<file path="config.mk">
export PLATFORM = sky130hd
export DESIGN_NAME = multicycle_controller
export DESIGN_NICKNAME = d
export VERILOG_FILES = /design/src/rtl/multicycle_controller.sv
export SDC_FILE = /design/constraint.sdc
export NUM_CORES = 1
export LEC_CHECK = 0
export BUFFER_PORTS_ARGS = -buffer_cell sky130_fd_sc_hd__buf_2
export CORE_ASPECT_RATIO = 1.5
export CORE_MARGIN = 5
export CORE_UTILIZATION = 55
export CTS_CLUSTER_DIAMETER = 60
export DETAILED_ROUTE_END_ITERATION = 6
export PLACE_DENSITY = 0.93
export SYNTH_ARGS = -nofsm -noshare
export SYNTH_HDL_FRONTEND = slang
export SYNTH_SLANG_ARGS = --single-unit
</file>
<file path="constraint.sdc">
create_clock -name clk -period 4.7 [get_ports clk]
set_input_delay 0.705 -clock clk [delete_from_list [all_inputs] [get_ports clk]]
set_output_delay 0.705 -clock clk [all_outputs]
set_load 0.05 [all_outputs]
</file>
<file path="src/rtl/multicycle_controller.sv">
// Multicycle main controller: sequences fetch/decode/execute/memory/writeback over one
// shared memory port and drives the datapath control strobes, with a memory-timeout fault trap.
module multicycle_controller #(
    parameter int MEM_TIMEOUT = 255
) (
    input  logic       clk,
    input  logic       reset,
    input  logic [5:0] op,
    input  logic [5:0] funct,
    input  logic       zero,
    input  logic       mem_ready,
    output logic       mem_req,
    output logic       mem_we,
    output logic       mem_addr_sel,
    output logic       ir_load,
    output logic       pc_en,
    output logic       jump,
    output logic       dobranch,
    output logic       alusrcbimm,
    output logic       destreg_sel,
    output logic       regwrite,
    output logic       memtoreg,
    output logic [2:0] alucontrol,
    output logic       instr_retired,
    output logic       illegal_instr,
    output logic       fault,
    output logic [2:0] state
);
    localparam int CW = $clog2(MEM_TIMEOUT + 1);

    localparam logic [2:0] S_FETCH = 3'd0;
    localparam logic [2:0] S_DECODE = 3'd1;
    localparam logic [2:0] S_EXECUTE = 3'd2;
    localparam logic [2:0] S_MEMRD = 3'd3;
    localparam logic [2:0] S_MEMWR = 3'd4;
    localparam logic [2:0] S_WB = 3'd5;
    localparam logic [2:0] S_FAULT = 3'd7;

    localparam logic [2:0] C_R = 3'd0;
    localparam logic [2:0] C_LW = 3'd1;
    localparam logic [2:0] C_SW = 3'd2;
    localparam logic [2:0] C_BEQ = 3'd3;
    localparam logic [2:0] C_ADDI = 3'd4;
    localparam logic [2:0] C_ORI = 3'd5;
    localparam logic [2:0] C_LUI = 3'd6;
    localparam logic [2:0] C_J = 3'd7;

    localparam logic [2:0] ALU_AND = 3'b000;
    localparam logic [2:0] ALU_OR = 3'b001;
    localparam logic [2:0] ALU_ADD = 3'b010;
    localparam logic [2:0] ALU_SUB = 3'b110;
    localparam logic [2:0] ALU_LUI = 3'b100;
    localparam logic [2:0] ALU_ORI = 3'b011;
    localparam logic [2:0] ALU_SLT = 3'b111;

    logic [2:0]    state_q, state_d;
    logic [2:0]    cls_q, cls_d;
    logic [2:0]    alu_q, alu_d;
    logic          fault_q, fault_d;
    logic [CW-1:0] cnt_q, cnt_d;

    logic [2:0] dec_cls;
    logic [2:0] dec_alu;
    logic       dec_ill;
    logic       req_state;
    logic       mem_wait;

    always_comb begin
        dec_cls = C_R;
        dec_alu = ALU_ADD;
        dec_ill = 1'b0;
        case (op)
            6'b000000: begin
                case (funct)
                    6'b100000: dec_alu = ALU_ADD;
                    6'b100010: dec_alu = ALU_SUB;
                    6'b100100: dec_alu = ALU_AND;
                    6'b100101: dec_alu = ALU_OR;
                    6'b101010: dec_alu = ALU_SLT;
                    default:   dec_ill = 1'b1;
                endcase
            end
            6'b100011: dec_cls = C_LW;
            6'b101011: dec_cls = C_SW;
            6'b000100: begin dec_cls = C_BEQ; dec_alu = ALU_SUB; end
            6'b001000: dec_cls = C_ADDI;
            6'b001101: begin dec_cls = C_ORI; dec_alu = ALU_ORI; end
            6'b001111: begin dec_cls = C_LUI; dec_alu = ALU_LUI; end
            6'b000010: dec_cls = C_J;
            default:   dec_ill = 1'b1;
        endcase
    end

    assign req_state = (state_q == S_FETCH) || (state_q == S_MEMRD) || (state_q == S_MEMWR);
    assign mem_wait  = req_state && !mem_ready;

    always_comb begin
        state_d = state_q;
        cls_d   = cls_q;
        alu_d   = alu_q;
        fault_d = fault_q;
        case (state_q)
            S_FETCH:  if (mem_ready) state_d = S_DECODE;
            S_DECODE: begin
                cls_d = dec_cls;
                alu_d = dec_alu;
                state_d = (dec_ill || dec_cls == C_J) ? S_FETCH : S_EXECUTE;
            end
            S_EXECUTE: begin
                case (cls_q)
                    C_LW:    state_d = S_MEMRD;
                    C_SW:    state_d = S_MEMWR;
                    C_BEQ:   state_d = S_FETCH;
                    default: state_d = S_WB;
                endcase
            end
            S_MEMRD, S_MEMWR: if (mem_ready) state_d = S_FETCH;
            S_WB:     state_d = S_FETCH;
            S_FAULT:  state_d = S_FAULT;
            default:  state_d = S_FETCH;
        endcase
        // A ready on the final allowed wait cycle completes normally; only a miss traps.
        if (mem_wait && cnt_q == CW'(MEM_TIMEOUT - 1)) begin
            state_d = S_FAULT;
            fault_d = 1'b1;
        end
        if (state_d != state_q)
            cnt_d = '0;
        else if (mem_wait)
            cnt_d = cnt_q + 1'b1;
        else
            cnt_d = cnt_q;
    end

    always_ff @(posedge clk) begin
        if (reset) begin
            state_q <= S_FETCH;
            cls_q   <= C_R;
            alu_q   <= ALU_ADD;
            fault_q <= 1'b0;
            cnt_q   <= '0;
        end else begin
            state_q <= state_d;
            cls_q   <= cls_d;
            alu_q   <= alu_d;
            fault_q <= fault_d;
            cnt_q   <= cnt_d;
        end
    end

    // Strobes are gated by reset so an aborted instruction never writes or retires.
    always_comb begin
        mem_req       = 1'b0;
        mem_we        = 1'b0;
        mem_addr_sel  = 1'b0;
        ir_load       = 1'b0;
        pc_en         = 1'b0;
        jump          = 1'b0;
        dobranch      = 1'b0;
        alusrcbimm    = 1'b0;
        destreg_sel   = 1'b0;
        regwrite      = 1'b0;
        memtoreg      = 1'b0;
        alucontrol    = ALU_ADD;
        illegal_instr = 1'b0;
        if (!reset) begin
            if (state_q == S_EXECUTE || state_q == S_MEMRD || state_q == S_MEMWR || state_q == S_WB) begin
                alucontrol  = alu_q;
                alusrcbimm  = (cls_q == C_LW) || (cls_q == C_SW) || (cls_q == C_ADDI) ||
                              (cls_q == C_ORI) || (cls_q == C_LUI);
                destreg_sel = (cls_q == C_R);
            end
            case (state_q)
                S_FETCH: begin
                    mem_req = 1'b1;
                    ir_load = mem_ready;
                end
                S_DECODE: begin
                    illegal_instr = dec_ill;
                    jump          = !dec_ill && (dec_cls == C_J);
                    pc_en         = dec_ill || (dec_cls == C_J);
                end
                S_EXECUTE: begin
                    dobranch = (cls_q == C_BEQ) && zero;
                    pc_en    = (cls_q == C_BEQ);
                end
                S_MEMRD: begin
                    mem_req      = 1'b1;
                    mem_addr_sel = 1'b1;
                    destreg_sel  = 1'b0;
                    regwrite     = mem_ready;
                    memtoreg     = mem_ready;
                    pc_en        = mem_ready;
                end
                S_MEMWR: begin
                    mem_req      = 1'b1;
                    mem_we       = 1'b1;
                    mem_addr_sel = 1'b1;
                    pc_en        = mem_ready;
                end
                S_WB: begin
                    regwrite = 1'b1;
                    pc_en    = 1'b1;
                end
                default: ;
            endcase
        end
    end

    assign instr_retired = pc_en;
    assign fault         = fault_q;
    assign state         = state_q;

endmodule
</file>
# --- Word level (Yosys, flattened, before mapping) ---
# Index checks and enable logic that the tools add are counted.
totals:
  elab_cells: 95
  out_inout_bits: 20
  n_memories: 0
  latch_bits: 0
  reg_bits: 18
  mem_bits_rw: 0
  mem_bits_ro: 0
op_classes:
  eq_ne: 27
  bitwise: 0
  n_div: 0
  n_reduce_logical: 24
  shifts: 0
  addsub: 1
  n_lt_le_gt_ge: 0
  n_mul: 0
  muxes: 38
ops:
  columns: ["cell", "n"]
  rows:
  - ["6-bit == test (second input constant)", 7]
  - ["1-bit 2-to-1 mux", 24]
  - ["3-bit case mux with 4 select lines", 2]
  - ["3-bit == test (second input constant)", 7]
  - ["3-bit case mux with 7 select lines", 1]
  - ["6-bit by 4-bit == test with 1-bit output (second input constant)", 3]
  - ["3-bit 2-to-1 mux", 5]
  - ["3-bit case mux with 5 select lines", 1]
  - ["3-bit by 2-bit == test with 1-bit output (second input constant)", 4]
  - ["1-bit logical OR", 10]
  - ["3-bit case mux with 3 select lines", 1]
  - ["8-bit by 1-bit adder with 8-bit output (second input constant)", 1]
  - ["8-bit == test (second input constant)", 1]
  - ["7-bit OR reduction", 1]
  - ["3-bit by 1-bit == test with 1-bit output (second input constant)", 2]
  - ["6-bit by 2-bit == test with 1-bit output (second input constant)", 1]
  - ["6-bit by 3-bit == test with 1-bit output (second input constant)", 1]
  - ["3-bit logical NOT", 2]
  - ["6-bit logical NOT", 1]
  - ["5-bit OR reduction", 1]
  - ["1-bit logical AND", 4]
  - ["1-bit case mux with 2 select lines", 2]
  - ["1-bit case mux with 4 select lines", 1]
  - ["2-bit OR reduction", 2]
  - ["4 further kinds", 5]

# --- Depth between registers and ports, before layout ---
depth:
  word_depth: 10
  ltp_mapped: 8

# --- Worst setup path after synthesis ---
# No wires, ideal clock.
synth_path:
  path_type: "input to output"
  startpoint: "input op[2]"
  endpoint: "output pc_en"
  cell_stages: 7
  arrival_time_ps: 2735
  n_path_buf: 2
  t_required_ps: 3995
  setup_slack_ps: 1260
  path_cell_list: "clkbuf_1 > and4b_1 > o21ai_1 > o21a_1 > nand2_1 > a31oi_1 > buf_4"
synth_via:
  elab_chain_len: 6
  word_cells_on_any_way: 15
synth_lines:
  columns: ["element", "line_no", "rtl"]
  rows:
  - ["start, declared", "8", "input logic [5:0] op,"]
  - ["6-bit by 2-bit == test with 1-bit output, or another cell as far along", "72", "case (op)"]
  - ["3-bit case mux with 7 select lines / 7-bit OR reduction (equally long branches)", null, null]
  - ["3-bit == test / 1-bit case mux with 2 select lines (equally long branches)", "181, 72", null]
  - ["1-bit logical OR (*)", "181", "pc_en = dec_ill || (dec_cls == C_J);"]
  - ["1-bit case mux with 4 select lines (*)", "173", "case (state_q)"]
  - ["1-bit 2-to-1 mux (*)", "166", "if (!reset) begin"]
  - ["end, declared", "16", "output logic pc_en,"]
# Mark *: on every way between the ends. The rest lies on a longest branch, timed or not.

# --- Worst setup path after layout ---
layout_path:
  startpoint: "register state_q[1], in the netlist state[1]"
  endpoint: "output alusrcbimm"
layout_via:
  elab_chain_len: 6
  word_cells_on_any_way: 9
layout_lines:
  columns: ["element", "line_no", "rtl"]
  rows:
  - ["start, declared", "56", "logic [2:0] state_q, state_d;"]
  - ["start signal, assigned", "143", "state_q <= state_d;"]
  - ["3-bit by 2-bit == test with 1-bit output", "167", "if (state_q == S_EXECUTE || state_q == S_MEMRD || state_q == S_MEMWR || state_q == S_WB) begin"]
  - ["1-bit logical OR (2 in a row)", "167", null]
  - ["1-bit logical OR (*)", "167", null]
  - ["1-bit 2-to-1 mux (*)", "167", null]
  - ["1-bit 2-to-1 mux (*)", "166", null]
  - ["end, declared", "19", "output logic alusrcbimm,"]
# Marked as above.

==> out/results.ini <==
[sta]
timing.fmax_mhz = 352.8
setup_violations = 0
maxSlewHeadroom = 0.5516
hold_viol_final = 0
period_minus_slack_ps = 2834
worst_pin_slew_ps = 655.6
skew_ps = 10.41
min_period_over_period = 0.6031
setup_tns_ps = 0
fin_ws_ps = 1866
grt_setup_unrepaired = no
slew_viol_final = 0
hold_slack_ps = 476.8

[global_routing]
grt_pass1_wl_um = 5451
grtUsageTotal = 0.1836
grt_max_degree = 24
gr-usage-met3 = 0.02045
gr-usage-met2 = 0.3144
top_usage_layer = met2
antenna_found_initial = 0
grt_pass1_vias = 1330
grt-ovfl-total = 0
grtUsageMet1 = 0.2232

[hold_path]
hold_path_depth = 1
min_path_type = flip-flop to flip-flop

[clocking]
hold_buffers = 0
cts_tree = done
post-cts-setup-buffers = 0
cts_buffers = 3
cts_buffer_depth = 2
clk_latency_ps = 290
h-tree-depth = 1
clkSinkCount = 18
clk_pin_slew_ps = 90
cts_resized = 0
cts_root_buffer = clkbuf_4

[logic_synthesis]
seq_area_frac_synth = 0.2507
yosysTopAreaCell = dfxtp_1
yosysWarnings = 0
syn_area_per_cell_um2 = 7.298
synthDistinctLibCells = 51
syn_nets = 215
netlist_area_um2 = 1438
async_flop_share = 0
synth_edf_count = 0
synthCells = 197
synth_top_area_frac = 0.2507
synth_seq_cells = 18
synth.area.top_cells = dfxtp_1 25%, nor2_1 7.8%, nand4_1 4.8%
synth_ff_type = dfxtp_1

[placed_design]
placed_area_um2 = 1588
gp_congestion = 0.8483
post-dp-hpwl_um = 2494
place.port_buffers = 35
post-place-ws_ps = 2048

[detailed_routing]
drc = 0
drt_pre_antenna_iters = 4
vias = 1522
routed_wl_um = 3244
wl_per_cell_um = 13.13
drt_iter0_drc = 45
avgViaCountPerCell = 6.162
detail-route-antenna-nets = 0

[die]
rows = 22
die_y_um = 72.62
start_util = 0.5803
die_area_um2 = 3757
fp.dieW_um = 51.75
ios = 36
core_um2 = 2477

[worst_setup_path]
path_depth = 6
reg2reg_depth = 5
startpoint_type = flip-flop
end_kind = output port
crit_chain = inv_1 > nor2_1 > inv_1 > a21oi_1 > and3_1 > buf_2
critPathTopFamily = flip-flops
cp.required_ps = 3990
cpPeakStageDelay_ps = 570
cp_slowest_cell = dfxtp_1
worstPathBufferInverterCount = 3
cp_data_arrival_time_ps = 2130
worstSetupPathType = flip-flop to output port
cp_max_fo = 13
path_common_cell = inv_1

[cells_and_area]
design_area_um2 = 1610
areaGrowthSynthToFinish_pct = 12.01
drive_gt1_frac = 0.1928
nNetsFinal = 243
diodes = 0

[power_and_ir_drop]
p_per_area_nw_per_um2 = 191.1
leakage_nw = 0.6766
max-vdd-ir-drop_mv = 0.1118

[run_status]
status = complete, no violations

[job]
cap_violations = 0

## routing by layer
| metal | routed length, um | part of all wire |
|---|---|---|
| met1 | 1394 | 0.43 |
| met2 | 1560 | 0.48 |
| met3 | 217 | 0.067 |
| met4 | 72 | 0.022 |
| met5 | 0 | 0 |
## sequential cells by signal, summed over array words and instances (netlist names)
| register | count |
|---|---|
| fault | 1 |
| cnt_q | 8 |
| cls_q | 3 |
| state | 3 |
| alu_q | 3 |
## kinds of logic (layout without fill, tap and decap cells)
| group | after synthesis | count (layout) | synth area share |
|---|---|---|---|
| xor gates and xnor gates | 9 | 9 | 0.05483 |
| adders and majority gates | 2 | 2 | 0.01740 |
| and+or+nand+nor | 97 | 97 | 0.3525 |
| DFF | 18 | 18 | 0.2507 |
| AOI/OAI and AO/OA | 45 | 45 | 0.2454 |
| buffers and inverters | 25 | 51 | 0.07224 |
| muxes | 1 | 1 | 0.006963 |
## layout by cell type (no fill, tap or decap), types with 3 or more instances in the layout
cell type	n
inv_1	13
nor2_1	30
nor3_1	6
clkbuf_4	3
buf_2	35
and3_1	6
a211oi_1	3
dfxtp_1	18
a21o_1	4
xor2_1	7
nand2_1	14
o21ai_0	7
or3_1	4
nand3_1	7
nand2b_1	4
a21oi_1	9
nand4_1	11
## final cells by class
type | instances | area (um^2)
fill | 226 | 867.1
inverter | 13 | 48.80
clock buffer | 3 | 22.52
sequential | 18 | 360.3
multi-input combinational | 154 | 973.4
tap | 24 | 30.03
timing repair buffer | 35 | 175.2
## stage by stage
stage / cells / total power, mW / util
floorplan: 197 / 0.2201 / -
global placement: 244 / 0.2370 / 0.6409
detailed placement: 244 / 0.2385 / 0.6409
CTS: 247 / 0.3072 / 0.6500
global route: 247 / 0.3243 / 0.6500
finish: 247 / 0.3077 / 0.6500
## synth_stat cells (6+ instances only)
cell	instances
nor2_1	30
dfxtp_1	18
nand2_1	14
inv_1	13
nand4_1	11
a21oi_1	9
clkbuf_1	8
nand3_1	7
o21ai_0	7
xor2_1	7
and3_1	6
nor3_1	6
## final timing paths
kind,endpoint,start,slack [ps]
setup / recovery,alusrcbimm,state[1],1870
setup reg to reg,cnt_q[1],state[0],2400
hold reg to reg,fault,fault,480
hold / removal,fault,fault,480
## where the power goes
group	total, mW	internal [mW]	switching [mW]	leakage [nW]
clock network	0.0720	0.0298	0.0422	0.0138
logic	0.0729	0.0246	0.0483	0.517
registers	0.163	0.156	0.00690	0.146
total	0.308	0.210	0.0974	0.677
No activity file was read; power rests on OpenSTA's default activity.
